===== config.mk =====
export PLATFORM = sky130hd
export DESIGN_NAME = updown_mod_counter
export DESIGN_NICKNAME = d
export VERILOG_FILES = /design/src/rtl/updown_mod_counter_pkg.sv /design/src/rtl/updown_mod_counter_step.sv /design/src/rtl/updown_mod_counter.sv
export SDC_FILE = /design/constraint.sdc
export NUM_CORES = 1
export LEC_CHECK = 0
export BUFFER_PORTS_ARGS = -buffer_cell sky130_fd_sc_hd__clkbuf_2
export CAP_MARGIN = 20
export CORE_AREA = 2 2 39 41
export CTS_CLUSTER_DIAMETER = 30
export CTS_CLUSTER_SIZE = 20
export DETAILED_ROUTE_END_ITERATION = 6
export DIE_AREA = 0 0 41 43
export PLACE_DENSITY = 0.63
export SLEW_MARGIN = 5
export SYNTH_ARGS = -nofsm -noshare
export SYNTH_HDL_FRONTEND = slang
export SYNTH_SLANG_ARGS = --single-unit

===== constraint.sdc =====
create_clock -name clock -period 4.2 [get_ports clock]
set_clock_uncertainty 0.1 [all_clocks]
set_input_delay 0.21 -clock clock [delete_from_list [all_inputs] [get_ports clock]]
set_output_delay 0.21 -clock clock [all_outputs]
set_load 0.02 [all_outputs]

===== src/rtl/updown_mod_counter_pkg.sv =====
// Shared definitions for the up/down modulo counter: FSM state encodings
// and direction constants.
package updown_mod_counter_pkg;

    // RUN counts normally; HALT is the one-shot resting state at terminal count.
    typedef enum logic {
        RUN  = 1'b0,
        HALT = 1'b1
    } state_t;

    // Encoding of the 'up' input.
    localparam logic DIR_UP   = 1'b1;
    localparam logic DIR_DOWN = 1'b0;

endpackage


===== src/rtl/updown_mod_counter_step.sv =====
// Combinational step logic: next count value and terminal-count detect for
// the current direction. Wrapping is done by explicit compares against
// MODULUS-1 so that non-power-of-two moduli never rely on natural rollover.
module mod_counter_step
    import updown_mod_counter_pkg::*;
#(
    parameter int WIDTH   = 4,
    parameter int MODULUS = 16
) (
    input  logic [WIDTH-1:0] q,
    input  logic             up,
    output logic [WIDTH-1:0] q_step,
    output logic             at_term
);

    localparam logic [WIDTH-1:0] Q_MAX  = WIDTH'(MODULUS - 1);
    localparam logic [WIDTH-1:0] Q_ZERO = '0;

    // Next value in the selected direction, wrapping at either end of the range.
    always_comb begin
        q_step  = q;
        at_term = 1'b0;
        case (up)
            DIR_UP: begin
                at_term = (q == Q_MAX);
                q_step  = at_term ? Q_ZERO : q + WIDTH'(1);
            end
            DIR_DOWN: begin
                at_term = (q == Q_ZERO);
                q_step  = at_term ? Q_MAX : q - WIDTH'(1);
            end
            default: begin
                q_step  = q;
                at_term = 1'b0;
            end
        endcase
    end

endmodule


===== src/rtl/updown_mod_counter.sv =====
// Up/down modulo counter with synchronous load, terminal-count flag, wrap
// pulse and an optional one-shot mode that halts at terminal count.
module updown_mod_counter
    import updown_mod_counter_pkg::*;
#(
    parameter int WIDTH    = 4,
    parameter int MODULUS  = 16,
    parameter int ONE_SHOT = 0
) (
    input  logic             clock,
    input  logic             reset,
    input  logic             enable,
    input  logic             up,
    input  logic             load,
    input  logic [WIDTH-1:0] load_value,
    output logic [WIDTH-1:0] q,
    output logic             tc,
    output logic             wrap,
    output logic             done
);

    localparam logic [WIDTH-1:0] Q_MAX = WIDTH'(MODULUS - 1);

    state_t           state_reg, state_next;
    logic [WIDTH-1:0] q_reg, q_next;
    logic             wrap_reg, wrap_next;
    logic             done_reg, done_next;

    logic [WIDTH-1:0] q_step;
    logic             at_term;

    mod_counter_step #(
        .WIDTH  (WIDTH),
        .MODULUS(MODULUS)
    ) u_step (
        .q      (q_reg),
        .up     (up),
        .q_step (q_step),
        .at_term(at_term)
    );

    // Terminal count is purely combinational on the live inputs and count.
    assign tc   = enable & at_term;
    assign q    = q_reg;
    assign wrap = wrap_reg;
    assign done = done_reg;

    // Next-state logic: load beats counting; HALT ignores enable and direction.
    always_comb begin
        state_next = state_reg;
        q_next     = q_reg;
        wrap_next  = 1'b0;
        done_next  = done_reg;
        if (load) begin
            // Out-of-range load values saturate to the top of the range.
            q_next     = (load_value <= Q_MAX) ? load_value : Q_MAX;
            state_next = RUN;
            done_next  = 1'b0;
        end else begin
            case (state_reg)
                RUN: begin
                    if (enable) begin
                        if (at_term && (ONE_SHOT != 0)) begin
                            // One-shot: hold the terminal value and park.
                            state_next = HALT;
                            done_next  = 1'b1;
                            wrap_next  = 1'b1;
                        end else begin
                            q_next    = q_step;
                            wrap_next = at_term;
                        end
                    end
                end
                HALT: begin
                    done_next = 1'b1;
                end
                default: begin
                    state_next = RUN;
                    done_next  = 1'b0;
                end
            endcase
        end
    end

    // All counter state, cleared asynchronously by reset.
    always_ff @(posedge clock or posedge reset) begin
        if (reset) begin
            state_reg <= RUN;
            q_reg     <= '0;
            wrap_reg  <= 1'b0;
            done_reg  <= 1'b0;
        end else begin
            state_reg <= state_next;
            q_reg     <= q_next;
            wrap_reg  <= wrap_next;
            done_reg  <= done_next;
        end
    end

endmodule

==> results.json, run 1 <==
{
  "status": "complete, no violations",
  "wire_per_inst_um": 9.89,
  "post-route-drc-count": 0,
  "cts_setup_buffers": 0,
  "post-route-cell-area_sq_um": 503,
  "final_nets": 75,
  "cp_cell_sequence": "clkinv_2 > ha_1 > nor4b_1 > a21oi_1 > nor2b_1 > clkbuf_2",
  "powerDensity_nw_per_um2": 367,
  "layout_common_cells": "clkbuf_2 (14), o21ai_0 (5), dfrtp_1 (5), nand2_1 (4)",
  "async_reset_ff_share_pct": 100,
  "grtUsageMet3_pct": 1.57,
  "synth-seq-cells": 5,
  "hold_viol": 0,
  "vias_per_cell": 4.65,
  "r2r_start": "q[0]",
  "maxCapViolations": 0,
  "place_area_sq_um": 467,
  "cts_sinks": 5,
  "reg2reg_slack_ns": 2.51,
  "place_congestion": 0.724,
  "grt_pass1_wl_um": 1390,
  "max_stage_delay_ns": 0.43,
  "fin_crit_sh_pct": 48.7,
  "hpwlAfterDp_um": 621,
  "synth-edff-count": 0,
  "ys_types": 25,
  "grt_busiest_layer": "met1",
  "cts_tree": "done",
  "drt_iter0_drc": 5,
  "ys_seq_area_share_pct": 31.7,
  "ant_nets": 0,
  "min_path_cells": 3,
  "slew_viol_final": 0,
  "rows": 14,
  "hp-class": "in -> reg",
  "rsz0062_at_grt": "false",
  "vias": 367,
  "area_delta_synth_final_pct": 27.6,
  "worstReg2RegEnd": "q[2]",
  "critPathCaptureType": "primary output",
  "total_power_mw": 0.185,
  "drt_wl_total_um": 781,
  "root_buffer": "clkbuf_4",
  "initial_core_util_pct": 28.5,
  "hp-start": "load_value[1]",
  "largest_register_ffs": 4,
  "cts_max_level": 1,
  "instances_no_fill": 79,
  "arrival_ns": 1.73,
  "path_clk_slew_ns": 0.04,
  "cts_buffers": 3,
  "overflow": 0,
  "ys_warn_count": 0,
  "die_y_um": 43,
  "r2r_cells": 6,
  "critPathLaunchType": "flip-flop",
  "setup_violations": 0,
  "timing.fmax_mhz": 489,
  "clk_latency_ns": 0.24,
  "grt_usage_pct": 11.8,
  "use_met2_pct": 15.3,
  "cp_slowest_cell": "dfrtp_1",
  "ios": 16,
  "final_common_cell": "clkbuf_2",
  "crit_fanout": 6,
  "critPathBufInv": 2,
  "grt_pass1_vias": 324,
  "clockBufferDepth": 2,
  "min_to": "q[1]",
  "path_delay_family": "simple AND/OR/NAND/NOR gates",
  "antenna_found_initial": 0,
  "fin_crit_ns": 2.04,
  "io_buffers": 14,
  "p_leak_nw": 0.252,
  "drive_above_1_share_pct": 33.3,
  "n_fill_cell": 146,
  "netlist_area_sq_um": 394,
  "met1_usage_pct": 17.4,
  "core-area_sq_um": 1380,
  "dr.pass1.iters": 2,
  "diodes": 0,
  "syn_nets": 58,
  "syn_area_per_cell_sq_um": 8.39,
  "syn_inst": 47,
  "ys.flop_type": "dfrtp_1",
  "tns_ns": 0,
  "fp.dieArea_sq_um": 1760,
  "dp_cells": 74,
  "required_ns": 3.89,
  "die_w_um": 41,
  "worst-setup-path-type": "reg -> out",
  "grt_max_degree": 10,
  "irDropWorstVdd_mv": 0.156
}
==> cells by family (layout without fill, tap and decap cells) <==
group                      after synthesis  in the layout  share of synthesized area (%)
adders and majority gates                2              2                           6.35
xor gates and xnor gates                 3              3                           6.67
buffers and inverters                    7             23                           8.57
AOI/OAI and AO/OA                       11             11                           15.9
other                                    1              1                          0.951
muxes                                    4              4                           11.1
DFF                                      5              5                           31.7
and+or+nand+nor                         14             14                           18.7
==> cell type report <==
type                       count  area, sq um  area share, %
inverter                       4         16.3           3.23
multi-input combinational     35          235           46.8
clock buffer                   4         26.3           5.22
timing repair buffer          15         80.1           15.9
sequential                     5          125           24.9
tap                           16         20.0           3.98
==> layer usage <==
layer | up-vias | wire length, um
met5 | - | 0
met4 | 0 | 14
met3 | 2 | 26
met2 | 8 | 412
met1 | 166 | 328
li1 | 191 | -
==> metrics by stage <==
stage	util [%]	setup WS, ns	hold WS, ns
2_1_floorplan	-	2.41	-0.111
3_3_place_gp	33.7	2.43	-0.00773
3_5_place_dp	33.7	2.42	-0.00773
4_1_cts	36.3	2.15	0.0770
5_1_grt	36.3	2.01	0.106
6_report	36.3	2.16	0.0772
==> worst max-delay path by stage <==
stage	startpoint	to	slack (ns)	depth (start not counted)
floorplan	q[0]	wrap	2.41	6
global placement	q[0]	tc	2.43	6
detailed placement	q[0]	tc	2.42	6
CTS	q[0]	tc	2.15	6
global route	q[0]	tc	2.01	6
finish	q[0]	tc	2.16	6
==> where the power goes <==
group | internal [mW] | switching (mW)
registers | 0.0550 | 0.0120
logic | 0.0297 | 0.0331
clock network | 0.0359 | 0.0190
total | 0.121 | 0.0641
==> worst register-to-register path, cell delays in order (launching register included) <==
cell and delay [ns]:
dfrtp_1 0.44, clkinv_2 0.11, ha_1 0.24, mux2_1 0.28
nand2_1 0.08, xnor2_1 0.07, mux2_2 0.26
==> Yosys cell counts, types with 2 or more instances <==
cell type | number | area [sq um]
a21oi_1 | 3 | 15.0
o21ai_0 | 5 | 25.0
ha_1 | 2 | 25.0
nor2b_1 | 2 | 12.5
mux2_2 | 2 | 22.5
nor2_1 | 3 | 11.3
dfrtp_1 | 5 | 125
xnor2_1 | 3 | 26.3
buf_2 | 2 | 10.0
inv_1 | 2 | 7.51
nand2_1 | 4 | 15.0
==> what timing repair did <==
item	CTS	global route
resized for setup	0	0
hold buffers	1	0
endpoints found under the hold margin	5	0
setup endpoints to repair	0	0
No activity file was read; power rests on OpenSTA's default activity.
==> run 2: changes to the inputs <==
--- a/config.mk
+++ b/config.mk
@@ -12,7 +12,7 @@
 export CTS_CLUSTER_SIZE = 20
 export DETAILED_ROUTE_END_ITERATION = 6
 export DIE_AREA = 0 0 41 43
-export PLACE_DENSITY = 0.63
+export PLACE_DENSITY = 0.65
 export SLEW_MARGIN = 5
 export SYNTH_ARGS = -nofsm -noshare
 export SYNTH_HDL_FRONTEND = slang
==> constraint.sdc (replaced) <==
create_clock -name clock -period 1.65 [get_ports clock]
set_clock_uncertainty 0.1 [all_clocks]
set_input_delay 0.0825 -clock clock [delete_from_list [all_inputs] [get_ports clock]]
set_output_delay 0.0825 -clock clock [all_outputs]
set_load 0.02 [all_outputs]
==> run 2 against run 1 <==
  * The flow now finishes with violations (negative setup slack)
  * Combinational power rose to 3.6 times the previous value
  * Utilization is 9.4 points higher
  * Clock-buffer cell count did not move
  * Routed wire length increased by 29%
  * Via count increased by 9.8%
  * Clock power increased by 150%
  * Sequential power grew to 2.6 times the previous value
  * First-iteration DRC count is 20% lower
  * Global-route usage up 0.30 points
  * Critical path depth did not move
  * Cell count is 11% higher
==> results.json, run 2 (same netlist as run 1, synthesis figures left out) <==
{
  "p_leak_nw": 0.310,
  "seq_power_share_pct": 32.7,
  "hp-class": "in -> reg",
  "grt_pass1_vias": 357,
  "cts_sinks": 5,
  "hold_viol": 0,
  "die_w_um": 41,
  "place_congestion": 0.733,
  "powerDensity_nw_per_um2": 856,
  "instances_no_fill": 88,
  "dp_cells": 76,
  "setup.worst_path.start": "q[1]",
  "crit_fanout": 4,
  "p_comb_share_pct": 42.0,
  "root_buffer": "clkbuf_4",
  "top_layer_used": "met3",
  "grt_usage_pct": 12.1,
  "cell_internal_pwr_mw": 0.354,
  "final_common_cell": "clkbuf_2",
  "slew_viol_final": 0,
  "clockBufferDepth": 2,
  "diodes": 0,
  "place_ws_ns": 0.0531,
  "fp.dieArea_sq_um": 1760,
  "rows": 14,
  "maxCapViolations": 0,
  "ant_nets": 0,
  "cts_buffers": 3,
  "critPathLaunchType": "flip-flop",
  "largest_register_ffs": 4,
  "reg2reg_slack_ns": 0,
  "layout_common_cells": "clkbuf_2 (13), buf_4 (6), o21ai_0 (5), dlygate4sd3_1 (4), dfrtp_1 (4)",
  "drt_iter0_drc": 4,
  "area_delta_synth_final_pct": 60.6,
  "critPathCaptureType": "primary output",
  "final_util_pct": 45.8,
  "grt_pass1_wl_um": 1440,
  "r2r_cells": 7,
  "fin_crit_ns": 1.66,
  "switching_power_mw": 0.188,
  "timing.final.ws_setup_ns": -0.00635,
  "r2r_start": "q[1]",
  "core-area_sq_um": 1380,
  "path_clk_slew_ns": 0.04,
  "dr.pass1.iters": 4,
  "cp_slowest_cell": "dfrtp_1",
  "drive_above_1_share_pct": 48.6,
  "vias": 403,
  "total_power_mw": 0.542,
  "overflow": 0,
  "grt_max_degree": 10,
  "io_buffers": 14,
  "tns_ns": -0.00635,
  "clkPwrFrac_pct": 25.3,
  "violations": "negative setup slack",
  "cp_cell_sequence": "inv_2 > ha_4 > nor4b_4 > a21oi_2 > nor2b_2 > clkbuf_8",
  "initial_core_util_pct": 28.5,
  "hp-start": "load",
  "cts_max_level": 1,
  "setup_violations": 1,
  "max_stage_delay_ns": 0.41,
  "wl_met3_um": 39,
  "p_sw_share_pct": 34.8,
  "timing.fmax_mhz": 604,
  "hpwlAfterDp_um": 659,
  "cts_tree": "done",
  "required_ns": 1.47,
  "ios": 16,
  "vias_per_cell": 4.58,
  "fin_crit_sh_pct": 100,
  "final_nets": 84,
  "met1_length_um": 447,
  "wire_per_inst_um": 11.5,
  "drt_wl_total_um": 1010,
  "worst-setup-path-type": "reg -> out",
  "post-route-drc-count": 0,
  "met2_length_um": 523,
  "arrival_ns": 1.47,
  "die_y_um": 43,
  "antenna_found_initial": 0,
  "status": "complete, but fails checks",
  "worstReg2RegEnd": "q[2]",
  "irDropWorstVdd_mv": 0.410,
  "clk_latency_ns": 0.24,
  "rsz0062_at_grt": "true",
  "endpoint": "tc"
}
run 2: how the worst min path moves through the flow:
stage | end | depth (start not counted) | slack, ns
after floorplan | q[1] | 1 | -0.24
after global placement | q[1] | 2 | -0.13
after detailed placement | q[1] | 2 | -0.13
after CTS | wrap | 2 | 0.04
after global routing | wrap | 2 | 0.07
final | wrap | 2 | 0.06
run 2: metal layers:
layer / up-vias / GRT usage, %
li1: 212 / -
met1: 180 / 15.4
met3: 0 / 1.57
met5: - / 0
met4: 0 / 10.0
met2: 11 / 17.2
run 2: cell type report:
| cell class | count | area (sq um) |
|---|---|---|
| Timing Repair Buffer | 24 | 164 |
| Sequential cell | 5 | 126 |
| Multi-Input combinational cell | 35 | 279 |
| Fill cell | 143 | 751 |
| Inverter | 4 | 17.5 |
| Clock buffer | 4 | 26.3 |
| Tap cell | 16 | 20.0 |
run 2: worst max-delay path: cells and delay by family (launching register included):
| kind | cells | cell delay (ns) |
|---|---|---|
| AND/OR/NAND/NOR | 2 | 0.37 |
| flip-flops | 1 | 0.41 |
| AO/OA/AOI/OAI | 1 | 0.05 |
| buffers and inverters | 2 | 0.26 |
| adder cells (fa/ha/maj) | 1 | 0.14 |
run 2: per-stage QoR:
| step | hold slack [ns] | area (sq um) |
|---|---|---|
| after CTS | 0.0440 | 601 |
| after detailed placement | -0.129 | 485 |
| after global placement | -0.133 | 485 |
| final | 0.0604 | 633 |
| after global routing | 0.0657 | 633 |
| after floorplan | -0.239 | 398 |
run 2: timing repair:
action                                  CTS  global route
endpoints found under the setup margin    1             2
pin swaps                                 1             2
hold buffers                              4             0
endpoints found under the hold margin     8             0
gates resized for setup                   5             7
setup buffers                             3             1
run 2: power groups by stage:
stage / Clock [mW] / Combinational [mW] / Sequential, mW
2_1_floorplan: 0 / 0.0990 / 0.188
3_5_place_dp: 0 / 0.172 / 0.172
5_1_grt: 0.148 / 0.251 / 0.181
6_report: 0.137 / 0.227 / 0.177
4_1_cts: 0.145 / 0.202 / 0.173
3_3_place_gp: 0 / 0.170 / 0.171
